### config.mk
export PLATFORM = sky130hd
export DESIGN_NAME = dmem_arbiter
export DESIGN_NICKNAME = d
export VERILOG_FILES = /design/src/rtl/dmem_pkg.sv /design/src/rtl/dmem_lane_align.sv /design/src/rtl/dmem_arbiter.sv
export SDC_FILE = /design/constraint.sdc
export NUM_CORES = 1
export LEC_CHECK = 0
export ABC_CLOCK_PERIOD_IN_PS = 3200
export CORE_UTILIZATION = 30
export CTS_CLUSTER_SIZE = 12
export DETAILED_ROUTE_END_ITERATION = 10
export PLACE_DENSITY = 0.7
export SYNTH_ARGS = -nofsm -noshare
export SYNTH_HDL_FRONTEND = slang
export SYNTH_SLANG_ARGS = --single-unit
### constraint.sdc
create_clock -name clk -period 3.2 [get_ports clk]
set_clock_uncertainty 0.1 [all_clocks]
set_input_delay 0.32 -clock clk [delete_from_list [all_inputs] [get_ports clk]]
set_output_delay 0.32 -clock clk [all_outputs]
set_load 0.02 [all_outputs]
### src/rtl/dmem_pkg.sv
// Shared definitions for the data-memory arbiter: size codes, FSM states,
// requester ids and the per-transaction capture record.
package dmem_pkg;

    localparam logic [1:0] SZ_WORD = 2'b00;
    localparam logic [1:0] SZ_HALF = 2'b01;
    localparam logic [1:0] SZ_BYTE = 2'b10;

    typedef enum logic [1:0] {
        IDLE   = 2'd0,
        ACCESS = 2'd1,
        RESP   = 2'd2
    } state_t;

    typedef enum logic {
        PORT_C = 1'b0,
        PORT_D = 1'b1
    } port_t;

    // Everything about the accepted request that the RESP cycle still needs.
    typedef struct packed {
        port_t      owner;
        logic       we;
        logic [1:0] size;
        logic [1:0] off;
        logic       err;
    } cap_t;

endpackage

### src/rtl/dmem_lane_align.sv
// Byte-lane steering for a 4-lane memory: write enables, replicated store
// data, extracted/zero-extended load data and an alignment/size error flag.
module dmem_lane_align
    import dmem_pkg::*;
(
    input  logic [1:0]  size,
    input  logic [1:0]  offset,
    input  logic [31:0] wdata,
    input  logic [31:0] mem_rd_data,
    output logic [3:0]  byte_ctl,
    output logic [31:0] wr_data,
    output logic [31:0] rdata,
    output logic        misalign
);

    // Lane decode by size and low address bits; illegal size counts as misaligned.
    always_comb begin
        byte_ctl = 4'b0000;
        wr_data  = wdata;
        rdata    = 32'b0;
        misalign = 1'b0;
        case (size)
            SZ_WORD: begin
                misalign = (offset != 2'b00);
                byte_ctl = 4'b1111;
                rdata    = mem_rd_data;
            end
            SZ_HALF: begin
                misalign = offset[0];
                byte_ctl = offset[1] ? 4'b1100 : 4'b0011;
                wr_data  = {2{wdata[15:0]}};
                rdata    = {16'b0, (offset[1] ? mem_rd_data[31:16] : mem_rd_data[15:0])};
            end
            SZ_BYTE: begin
                byte_ctl = 4'b0001 << offset;
                wr_data  = {4{wdata[7:0]}};
                rdata    = {24'b0, mem_rd_data[{offset, 3'b000} +: 8]};
            end
            default: begin
                misalign = 1'b1;
            end
        endcase
    end

endmodule

### src/rtl/dmem_arbiter.sv
// Two-port (CPU / DMA) arbiter in front of a single-port byte-lane data
// memory with one-cycle registered read. One transaction every 3 cycles:
// IDLE (handshake) -> ACCESS (memory samples) -> RESP (response pulse).
module dmem_arbiter
    import dmem_pkg::*;
#(
    parameter int AW         = 32,
    parameter int DW         = 32,
    parameter int FIXED_PRIO = 0
) (
    input  logic          clk,
    input  logic          rst_n,

    input  logic          c_req_valid,
    output logic          c_req_ready,
    input  logic          c_req_we,
    input  logic [1:0]    c_req_size,
    input  logic [AW-1:0] c_req_addr,
    input  logic [DW-1:0] c_req_wdata,
    output logic          c_rsp_valid,
    output logic [DW-1:0] c_rsp_rdata,
    output logic          c_rsp_err,

    input  logic          d_req_valid,
    output logic          d_req_ready,
    input  logic          d_req_we,
    input  logic [1:0]    d_req_size,
    input  logic [AW-1:0] d_req_addr,
    input  logic [DW-1:0] d_req_wdata,
    output logic          d_rsp_valid,
    output logic [DW-1:0] d_rsp_rdata,
    output logic          d_rsp_err,

    output logic          mem_wr_en,
    output logic [AW-1:0] mem_addr,
    output logic [DW-1:0] mem_wr_data,
    output logic [3:0]    mem_byte_ctl,
    input  logic [DW-1:0] mem_rd_data
);

    state_t        state, state_nxt;
    port_t         last_grant;
    cap_t          cap;

    logic          grant_c, grant_d, hs;
    logic          sel_we;
    logic [1:0]    sel_size;
    logic [AW-1:0] sel_addr;
    logic [DW-1:0] sel_wdata;

    logic [1:0]    al_size, al_off;
    logic [3:0]    al_ctl;
    logic [DW-1:0] al_wd, al_rd, rsp_data;
    logic          al_mis, rsp_fire;

    // Grant only in IDLE; on a tie the port that did not win last time goes.
    always_comb begin
        grant_c = 1'b0;
        grant_d = 1'b0;
        if (state == IDLE) begin
            if (c_req_valid && d_req_valid) begin
                if (FIXED_PRIO != 0 || last_grant == PORT_D) grant_c = 1'b1;
                else                                         grant_d = 1'b1;
            end else begin
                grant_c = c_req_valid;
                grant_d = d_req_valid;
            end
        end
    end

    // Outputs are muted while reset is held so a reset landing in RESP shows no response.
    assign c_req_ready = grant_c & rst_n;
    assign d_req_ready = grant_d & rst_n;
    assign hs          = grant_c | grant_d;

    assign sel_we    = grant_d ? d_req_we    : c_req_we;
    assign sel_size  = grant_d ? d_req_size  : c_req_size;
    assign sel_addr  = grant_d ? d_req_addr  : c_req_addr;
    assign sel_wdata = grant_d ? d_req_wdata : c_req_wdata;

    // One aligner serves both directions: the live request in IDLE, the captured one after.
    assign al_size = (state == IDLE) ? sel_size       : cap.size;
    assign al_off  = (state == IDLE) ? sel_addr[1:0]  : cap.off;

    dmem_lane_align u_align (
        .size        (al_size),
        .offset      (al_off),
        .wdata       (sel_wdata),
        .mem_rd_data (mem_rd_data),
        .byte_ctl    (al_ctl),
        .wr_data     (al_wd),
        .rdata       (al_rd),
        .misalign    (al_mis)
    );

    // Next-state: handshake starts the fixed three-cycle sequence.
    always_comb begin
        state_nxt = state;
        case (state)
            IDLE:    if (hs) state_nxt = ACCESS;
            ACCESS:  state_nxt = RESP;
            RESP:    state_nxt = IDLE;
            default: state_nxt = IDLE;
        endcase
    end

    // State register.
    always_ff @(posedge clk) begin
        if (!rst_n) state <= IDLE;
        else        state <= state_nxt;
    end

    // Capture request and register memory controls; write strobe lasts only the ACCESS cycle.
    always_ff @(posedge clk) begin
        if (!rst_n) begin
            last_grant   <= PORT_D;
            cap          <= '0;
            mem_wr_en    <= 1'b0;
            mem_byte_ctl <= 4'b0000;
            mem_addr     <= '0;
            mem_wr_data  <= '0;
        end else if (hs) begin
            last_grant   <= grant_d ? PORT_D : PORT_C;
            cap.owner    <= grant_d ? PORT_D : PORT_C;
            cap.we       <= sel_we;
            cap.size     <= sel_size;
            cap.off      <= sel_addr[1:0];
            cap.err      <= al_mis;
            mem_addr     <= sel_addr;
            mem_wr_data  <= al_wd;
            mem_wr_en    <= sel_we & ~al_mis;
            mem_byte_ctl <= (sel_we && !al_mis) ? al_ctl : 4'b0000;
        end else if (state == ACCESS) begin
            mem_wr_en    <= 1'b0;
            mem_byte_ctl <= 4'b0000;
        end
    end

    // Response steering: stores and errors return zero data.
    assign rsp_fire = (state == RESP) && rst_n;
    assign rsp_data = (cap.we || cap.err) ? '0 : al_rd;

    assign c_rsp_valid = rsp_fire && (cap.owner == PORT_C);
    assign d_rsp_valid = rsp_fire && (cap.owner == PORT_D);
    assign c_rsp_rdata = c_rsp_valid ? rsp_data : '0;
    assign d_rsp_rdata = d_rsp_valid ? rsp_data : '0;
    assign c_rsp_err   = c_rsp_valid & cap.err;
    assign d_rsp_err   = d_rsp_valid & cap.err;

endmodule

## Word level (Yosys, flattened, before mapping)

Cells that the tools add are included.

- Logic and storage cells: 66
- Bits of input ports: 170
- Bits in registers: 79

- Shift operators: 2
- Bitwise gates (word level): 8
- Equality and inequality tests: 5
- Mux-type cells: 29
- Reductions and logical operators: 11

Operators by type and width:

| cell | count |
|---|---|
| $mux W32 | 5 |
| $pmux W32 S3 | 1 |
| $pmux W32 S2 | 1 |
| $shiftx A32 B6 Y8 | 1 |
| $mux W16 | 1 |
| $mux W4 | 4 |
| $pmux W4 S3 | 1 |
| $mux W1 | 10 |
| $mux W2 | 4 |
| $and A1 B1 Y1 | 5 |
| $logic_and A1 B1 Y1 | 5 |
| $eq A2 B1 Y1 const B | 2 |
| $eq A2 B2 Y1 const B | 2 |
| $logic_not A2 Y1 | 2 |
| $pmux W2 S2 | 1 |
| $reduce_bool A2 Y1 | 2 |
| $shl A1 B2 Y4 const A | 1 |
| $pmux W1 S3 | 1 |
| $ne A2 B2 Y1 const B | 1 |
| $not A1 Y1 | 2 |
| $logic_not A1 Y1 | 1 |
| $logic_or A1 B1 Y1 | 1 |
| $or A1 B1 Y1 | 1 |

## Longest topological paths before layout

Gate-level depths: netlist of run 1.

- Word-level depth: 11
- Gate-level depth with buffers: 16
- Mapped depth without buffers: 12

## By module

Synthesis of run 1 repeated with hierarchy kept, for this count alone.

- Cells, all modules: 703
- Area total of the unflattened synthesis: 5,253.8 um^2

Modules (own cells, without submodules):

| module | area an instance (um^2) | times used | cells each |
|---|---|---|---|
| dmem_arbiter | 4,136.5 | 1 | 519 |
| dmem_lane_align | 1,117.3 | 1 | 184 |

## Worst setup path before layout of run 1

OpenSTA, ideal clock, no wires.

- Path kind: reg2out
- Start point: register state[1]
- End point: output c_rsp_rdata[6]
- Arrival time: 2.998 ns
- Path slack: -0.218 ns
- Data required time: 2.780 ns
- Cell stages (with the launch flop): 16
- Path through: dfxtp_1 > nor2_2 > buf_2 > and2_1 > clkbuf_1 > buf_2 > mux2i_1 > a21oi_1 > inv_1 > ha_1 > clkbuf_1 > clkbuf_1 > nand2_1 > mux2_2 > o311a_1 > nor2_1

- Longest elaborated chain between the ends: 8

Ends and longest elaborated chain:

| what | line | RTL |
|---|---|---|
| from (decl) | dmem_arbiter.sv:41 | `state_t state, state_nxt;` |
| from (signal assigned) | dmem_arbiter.sv:110 | `else state <= state_nxt;` |
| $logic_not A2 Y1 | dmem_arbiter.sv:60, dmem_arbiter.sv:82, dmem_arbiter.sv:83 |  |
| $mux W1 | dmem_arbiter.sv:60 | `if (state == IDLE) begin` |
| $mux W32 or $mux W2 (tied branches) | dmem_arbiter.sv:78, dmem_arbiter.sv:77 |  |
| $mux W2 (on tied branches) | dmem_arbiter.sv:83, dmem_arbiter.sv:82 |  |
| $shiftx A32 B6 Y8, or another cell as far along | dmem_lane_align.sv:37 | `rdata = {24'b0, mem_rd_data[{offset, 3'b000} +: 8]};` |
| $pmux W32 S3 | dmem_lane_align.sv:22 | `case (size)` |
| $mux W32 | dmem_arbiter.sv:141 | `assign rsp_data = (cap.we \|\| cap.err) ? '0 : al_rd;` |
| $mux W32 (*) | dmem_arbiter.sv:145 | `assign c_rsp_rdata = c_rsp_valid ? rsp_data : '0;` |
| to (decl) | dmem_arbiter.sv:21 | `output logic [DW-1:0] c_rsp_rdata,` |

Every way passes the cells marked *; elsewhere a longest branch is shown, timed or not.

## Worst setup path after layout of run 1

- Start point: register last_grant
- End point: output c_rsp_rdata[23]

- Longest elaborated chain between the ends: 9

Ends and longest elaborated chain:

| what | line | RTL |
|---|---|---|
| from (decl) | dmem_arbiter.sv:42 | `port_t last_grant;` |
| from (signal assigned) | dmem_arbiter.sv:123 | `last_grant <= grant_d ? PORT_D : PORT_C;` |
| $mux W1 (*) | dmem_arbiter.sv:62 | `if (FIXED_PRIO != 0 \|\| last_grant == PORT_D) grant_c = 1'b1;` |
| $mux W1 (*) | dmem_arbiter.sv:61 | `if (c_req_valid && d_req_valid) begin` |
| $mux W1 (*) | dmem_arbiter.sv:60 |  |
| $mux W2 (*) | dmem_arbiter.sv:77 | `assign sel_size = grant_d ? d_req_size : c_req_size;` |
| $mux W2 (*) | dmem_arbiter.sv:82 | `assign al_size = (state == IDLE) ? sel_size : cap.size;` |
| $eq A2 B2 Y1, or another cell as far along | dmem_lane_align.sv:22 |  |
| $pmux W32 S3 (*) | dmem_lane_align.sv:22 |  |
| $mux W32 (*) | dmem_arbiter.sv:141 |  |
| $mux W32 (*) | dmem_arbiter.sv:145 |  |

Marks and branches as above.

==> metrics, run 1 <==
Pins Over Slew Limit=0; synthesized net count=around 840; Leakage=between 3 and 4 nW; largest cells by area after synthesis=dfxtp_1, nand2_1, nor2_1; initial antenna violation count=0; IO Port Bufs=between 300 and 400; hold slack=0.361 ns; max_cap viols=0; worst slew pin tran=between 0.8 and 0.9 ns; post-DP HPWL=about 16 mm; first-pass GRT wire length=32.4 mm; IO Count=between 300 and 400; Yosys reg bits=77; GRT Overall Usage=around a quarter; minimum clock period=~3.1 ns; WL/cell=around 17 um; CP Launch Type=flip-flop; # DRC=0; post-synth top area share=between 30 and 40%; FP Rows=47; total power=between 3 and 4 mW; critical path peak fanout=17; fin crit share=a little over nine tenths; Seq/Total Area, Yosys=30.5%; origin of the worst setup path=last_grant$_SDFFE_PN1P_; Mapped Area=5060 sq um; Initial Utilization=a little under a third; status=complete, no violations; CTS tree=yes; Max clock buf depth=2; post-synthesis async set-or-reset flop share=0%; R2R Path End=mem_wr_data[20]$_SDFFE_PN0P_; pre-CTS setup slack=-0.591 ns; GPL Wtd Cong=0.846; Main synth FF type=dfxtp_1; Rel. slew slack=around 45%; DRT iter0 DRCs=between 200 and 300; Hold Crit Class=reg -> reg; die area=about 17000 sq um; Max rail drop VDD=0.204 mV; PwrDens=between 400 and 500 nW/um^2; Fmax=~0.33 GHz; drt first pass iters=7; total gr overflow=0; worst skew pair latency=between 0.3 and 0.4 ns; Cells after Synth=roughly 660; largest net degree at the start of global routing=between 60 and 70; Fin. Hold Viols=0; post-route insts no fill=roughly 1200; layout cell share with drive strength beyond 1=24.6%; Routed Antenna Nets=0; # diodes=0; end point of the critical path=c_rsp_rdata[23]; Area Overhead vs Synth=79.5%; chip width=132 um; total number of vias=6106; drt total wl=around 21 mm; post-synth cell types=53; Req. time, crit path=~2.8 ns; Avg Inst Size Synth=~7.6 sq um; count leader, synth=nand2_1; CTS clk-pin slew, worst paths=0.06 ns; number of global-route vias before repair=around 6100; Setup crit end kind=output port; final setup fails=0; WP data arrival=2.63 ns; reg-to-reg critical path startpoint=last_grant$_SDFFE_PN1P_; core box area=approximately 17000 sq um; WS Path Type=reg -> out; post-DR vias/cell=just over 5; synth warn=0; cell total after placement=1189; CTS buffer count=9; CTS Sinks=between 70 and 80; CTS Hold Bufs=0; Post-synth EDFFs=0; Die H=132 um; Final #Nets=roughly 1200; R2R setup slack=about 0.53 ns; Yosys top cell by area=dfxtp_1; Clock Root Buffer=clkbuf_16; top post-synthesis cells by count=nand2_1, nor2_1, dfxtp_1; fin util=between 50% and 60%; CTS HTree Levels=3; reg2reg path depth=14; final worst slack=about 0.15 ns
-- report_power, final --
group          total (mW)  internal [mW]  leakage, nW  switching [mW]
clock               0.926          0.519        0.127           0.407
sequential           1.15           1.08        0.638          0.0666
combinational        1.87          0.928         3.06           0.942
-- placed cells by master (no fill, tap or decap), types with 7 or more instances in the layout --
| master | count |
|---|---|
| a211oi_1 | 11 |
| a211oi_2 | 8 |
| a21oi_1 | 14 |
| a221oi_1 | 7 |
| a22oi_1 | 13 |
| a311oi_1 | 32 |
| and2_1 | 12 |
| and3_1 | 46 |
| buf_12 | 11 |
| buf_2 | 49 |
| buf_4 | 59 |
| buf_6 | 8 |
| clkbuf_16 | 9 |
| clkdlybuf4s50_1 | 242 |
| dfxtp_1 | 76 |
| inv_1 | 9 |
| mux2_1 | 10 |
| mux2_2 | 15 |
| nand2_1 | 126 |
| nor2_1 | 74 |
| nor2_2 | 22 |
| nor2_4 | 10 |
| nor3_1 | 19 |
| o21ai_1 | 8 |
| o221a_1 | 12 |
-- what timing repair did --
action / in CTS / in global routing
setup endpoints to repair: 64 / 64
setup buffers: 2 / 5
resized for setup: 246 / 50
endpoints found under the hold margin: 0 / 0
pin swaps: 2 / 7
-- how the worst min path moves through the flow --
stage / start / endpoint / cells after the start
final: mem_wr_data[26]$_SDFFE_PN0P_ / mem_wr_data[26]$_SDFFE_PN0P_ / 2
after global routing: mem_wr_data[26]$_SDFFE_PN0P_ / mem_wr_data[26]$_SDFFE_PN0P_ / 2
after CTS: mem_wr_data[26]$_SDFFE_PN0P_ / mem_wr_data[26]$_SDFFE_PN0P_ / 2
after detailed placement: mem_wr_data[26]$_SDFFE_PN0P_ / mem_wr_data[26]$_SDFFE_PN0P_ / 2
after global placement: mem_wr_data[26]$_SDFFE_PN0P_ / mem_wr_data[26]$_SDFFE_PN0P_ / 2
after floorplan: d_req_addr[1] / mem_addr[1]$_SDFFE_PN0P_ / 2
-- area by class of cell --
type / instances / area (sq um)
clock buffer: 9 / 225
clock inverter: 6 / 38.8
fill: 1593 / 7440
inverter: 11 / 41.3
multi-input combinational: 511 / 3450
sequential: 77 / 1540
tap: 220 / 275
timing repair buffer: 377 / 3510
-- critical path, stage by stage, from the launching register on --
cell             delay, ns
dfxtp_2               0.34
a21boi_4              0.18
and2_4                0.19
mux2i_4               0.24
a21oi_2               0.10
buf_4                 0.14
ha_4                  0.16
nor3_4                0.22
and2_4                0.19
buf_12                0.13
and3_1                0.16
clkdlybuf4s15_2       0.25
-- registers in the layout, summed over array words and instances, names as in the netlist --
name and flops:
last_grant 1, cap 5, mem_addr 32, mem_wr_data 32, mem_wr_en 1, mem_byte_ctl 4
state 2
-- cells by family (layout without fill, tap and decap cells) --
group                    after synthesis  count (layout)  share of synthesized area (%)
AO/OA/AOI/OAI                        143             143                           23.6
adder cells (fa/ha/maj)                4               4                          0.989
buffers and inverters                 75             403                           7.17
flip-flops                            77              77                           30.5
multiplexers                          37              37                           8.68
AND/OR/NAND/NOR                      327             327                           29.1
-- stage by stage --
step                      area [sq um]  TNS [ns]
final                             9080         0
after global routing              9080  -0.00492
after CTS                         9150    -0.685
after detailed placement          8840    -30.42
after global placement            8840    -27.02
after floorplan                   5210         0
-- per-layer routing --
layer  vias to the layer above  routed length, um  part of all wire (%)  global-route usage [%]
met1                      2823               8560                    42                    27.1
met5                         -                  0                     0                       0
met2                       247              10300                    50                    42.9
met4                         0                366                   1.8                    6.65
met3                        25               1350                   6.6                    5.42
li1                       3011                  -                     -                       -
(Power assumes the default switching activity.)
==> run 2: changes to the inputs <==
--- a/config.mk
+++ b/config.mk
@@ -9,7 +9,7 @@
 export CORE_UTILIZATION = 30
 export CTS_CLUSTER_SIZE = 12
 export DETAILED_ROUTE_END_ITERATION = 10
-export PLACE_DENSITY = 0.7
+export PLACE_DENSITY_LB_ADDON = 0.05
 export SYNTH_ARGS = -nofsm -noshare
 export SYNTH_HDL_FRONTEND = slang
 export SYNTH_SLANG_ARGS = --single-unit
==> run 2 against run 1 <==
Effect of this change:
- cell count fell by 0.41%
- total power rose by 0.91%
- register-to-register slack got worse by 0.15 ns
- sequential share of layout area barely moved
- global-route usage fell by 0.28 points
- worst hold slack improved by 0.0086 ns
- routed wire length rose by 1.4%
- die area did not move
- sequential power barely moved
- clock power rose by 4.2%
- critical endpoint is now c_rsp_rdata[4]
==> metrics, run 2 (synthesis results as in run 1) <==
max_cap viols=0; Fin. Hold Viols=0; # DRC=0; CP max stage cell=o311a_1; Area Overhead vs Synth=79.0%; CTS Hold Bufs=0; beginning of the worst hold path=mem_wr_data[26]$_SDFFE_PN0P_; WS Path Type=reg -> out; Final #Nets=1155; # diodes=0; minimum clock period=3.08 ns; hold slack=0.370 ns; Req. time, crit path=~2.8 ns; R2R setup slack=around 0.38 ns; Setup crit end kind=output port; most frequent CP cell=nor2_4; GPL Wtd Cong=roughly 0.84; post-DR vias/cell=5.07; critical path peak fanout=9; total gr overflow=0; crit path buf inv count=5; chip width=132 um; most frequent cells in the layout=clkdlybuf4s50_1, nand2_1, dfxtp_1; Routed Antenna Nets=0; Hold Path Cell Cnt=2; Hold Crit Class=reg -> reg; drt total wl=20.9 mm; Rel. slew slack=a little under half; crit-path max cell delay=~0.43 ns; die area=~17000 sq um; CTS Sinks=a little under 80; CTS buffer count=9; worst skew pair latency=0.34 ns; CP Launch Type=flip-flop; Max clock buf depth=2; PwrDens=439 nW/um^2; Hold Path Sink=mem_wr_data[26]$_SDFFE_PN0P_; WP data arrival=roughly 2.7 ns; IO Port Bufs=about 310; setup_tns=0 ns; largest registers=mem_addr: 32 flops, mem_wr_data: 32 flops, cap: 5 flops; most common cell after layout, fill and taps aside=clkdlybuf4s50_1; initial antenna violation count=0; reg2reg path depth=15; Clock Root Buffer=clkbuf_16; R2R Path End=mem_wr_data[18]$_SDFFE_PN0P_; IO Count=a little over 300; DRT iter0 DRCs=around 370; Fmax=about 0.32 GHz; total number of vias=around 6000; GRT Overall Usage=a little under a quarter; number of global-route vias before repair=between 6000 and 7000; fin crit share=between 90% and 100%; RSZ-0062 raised after global routing=false; fin util=a little over half; final setup fails=0; pre-CTS setup slack=-0.607 ns; CTS tree=yes; reg-to-reg critical path startpoint=last_grant$_SDFFE_PN1P_; post-DP HPWL=15.7 mm; WL/cell=between 15 and 20 um; Max rail drop VDD=roughly 0.3 mV; layout cell share with drive strength beyond 1=around a quarter; status=complete, no violations; worst-path cell chain=nor2_4 > buf_6 > nand2_4 > mux2i_4 > a21o_1 > buf_4 > ha_2 > inv_1 > buf_12 > o311a_1 > nor2_4 > buf_2; CTS HTree Levels=3; Initial Utilization=a little under a third; drt first pass iters=4; Pins Over Slew Limit=0; CP top delay family=buffers and inverters; Leakage=about 3.8 nW; Die H=roughly 130 um; largest net degree at the start of global routing=67; CTS clk-pin slew, worst paths=about 0.06 ns; worst slew pin tran=approximately 0.8 ns; first-pass GRT wire length=32.0 mm; FP Rows=47; final worst slack=between 0.1 and 0.15 ns; core box area=~17000 sq um
[run 2: changes by cell type in the layout (fill, tap and decap cells not counted), sizes merged]
cell | before | now
buf | 127 | 121
clkbuf | 9 | 11
clkinvlp | 2 | 1
dlygate4sd2 | 0 | 2
dlymetal6s2s | 2 | 0
[run 2: report_power, final]
group	internal (mW)	leakage, nW	total [mW]	switching (mW)
clock	0.548	0.136	0.965	0.417
sequential	1.08	0.638	1.16	0.0710
combinational	0.914	3.02	1.86	0.948
[run 2: per-stage QoR]
stage                     cells  cell area (sq um)  power, mW
after floorplan             663               5210       2.14
after global placement     1185               8810       2.91
after detailed placement   1185               8810       2.94
after CTS                  1203               8950       3.99
after global routing       1206               9060       4.20
final                      1206               9060       3.98
[run 2: tightest hold or removal path, delay by kind of cell, from the launching register on]
kind            cells  cell delay (ns)
compound gates      1             0.05
flops               1             0.32
simple gates        1             0.05
[run 2: final cells by class]
class | instances | area (sq um)
Clock buffer | 11 | 243
Clock inverter | 5 | 35.0
Fill cell | 1563 | 7460
Inverter | 11 | 41.3
Multi-Input combinational cell | 511 | 3450
Sequential cell | 77 | 1540
Tap cell | 220 | 275
Timing Repair Buffer | 371 | 3480
[run 2: how the worst max path moves through the flow]
stage                                  from         endpoint  slack (ns)  depth (start not counted)
finish                state[0]$_SDFFE_PN0P_   c_rsp_rdata[4]        0.12                         12
global route        last_grant$_SDFFE_PN1P_   d_rsp_rdata[5]       0.001                         14
CTS                   state[1]$_SDFFE_PN0P_  d_rsp_rdata[19]        0.03                         12
detailed placement              d_req_valid   c_rsp_rdata[7]       -0.61                         13
global placement                d_req_valid   c_rsp_rdata[7]       -0.51                         13
floorplan             state[1]$_SDFFE_PN0P_   c_rsp_rdata[0]      0.0006                         15
[run 2: repair_timing]
item	CTS	global route
gates resized for setup	280	20
cloned	1	0
pin swaps	7	5
setup buffers	1	3
setup endpoints to repair	64	64
[run 2: per-layer routing]
| metal | part of all wire, % | up-vias | global-route usage [%] |
|---|---|---|---|
| met5 | 0 | - | 0 |
| met4 | 1.8 | 0 | 7.49 |
| met3 | 7.9 | 29 | 7.07 |
| met2 | 50 | 238 | 41.0 |
| met1 | 40 | 2839 | 26.5 |
| li1 | - | 3006 | - |
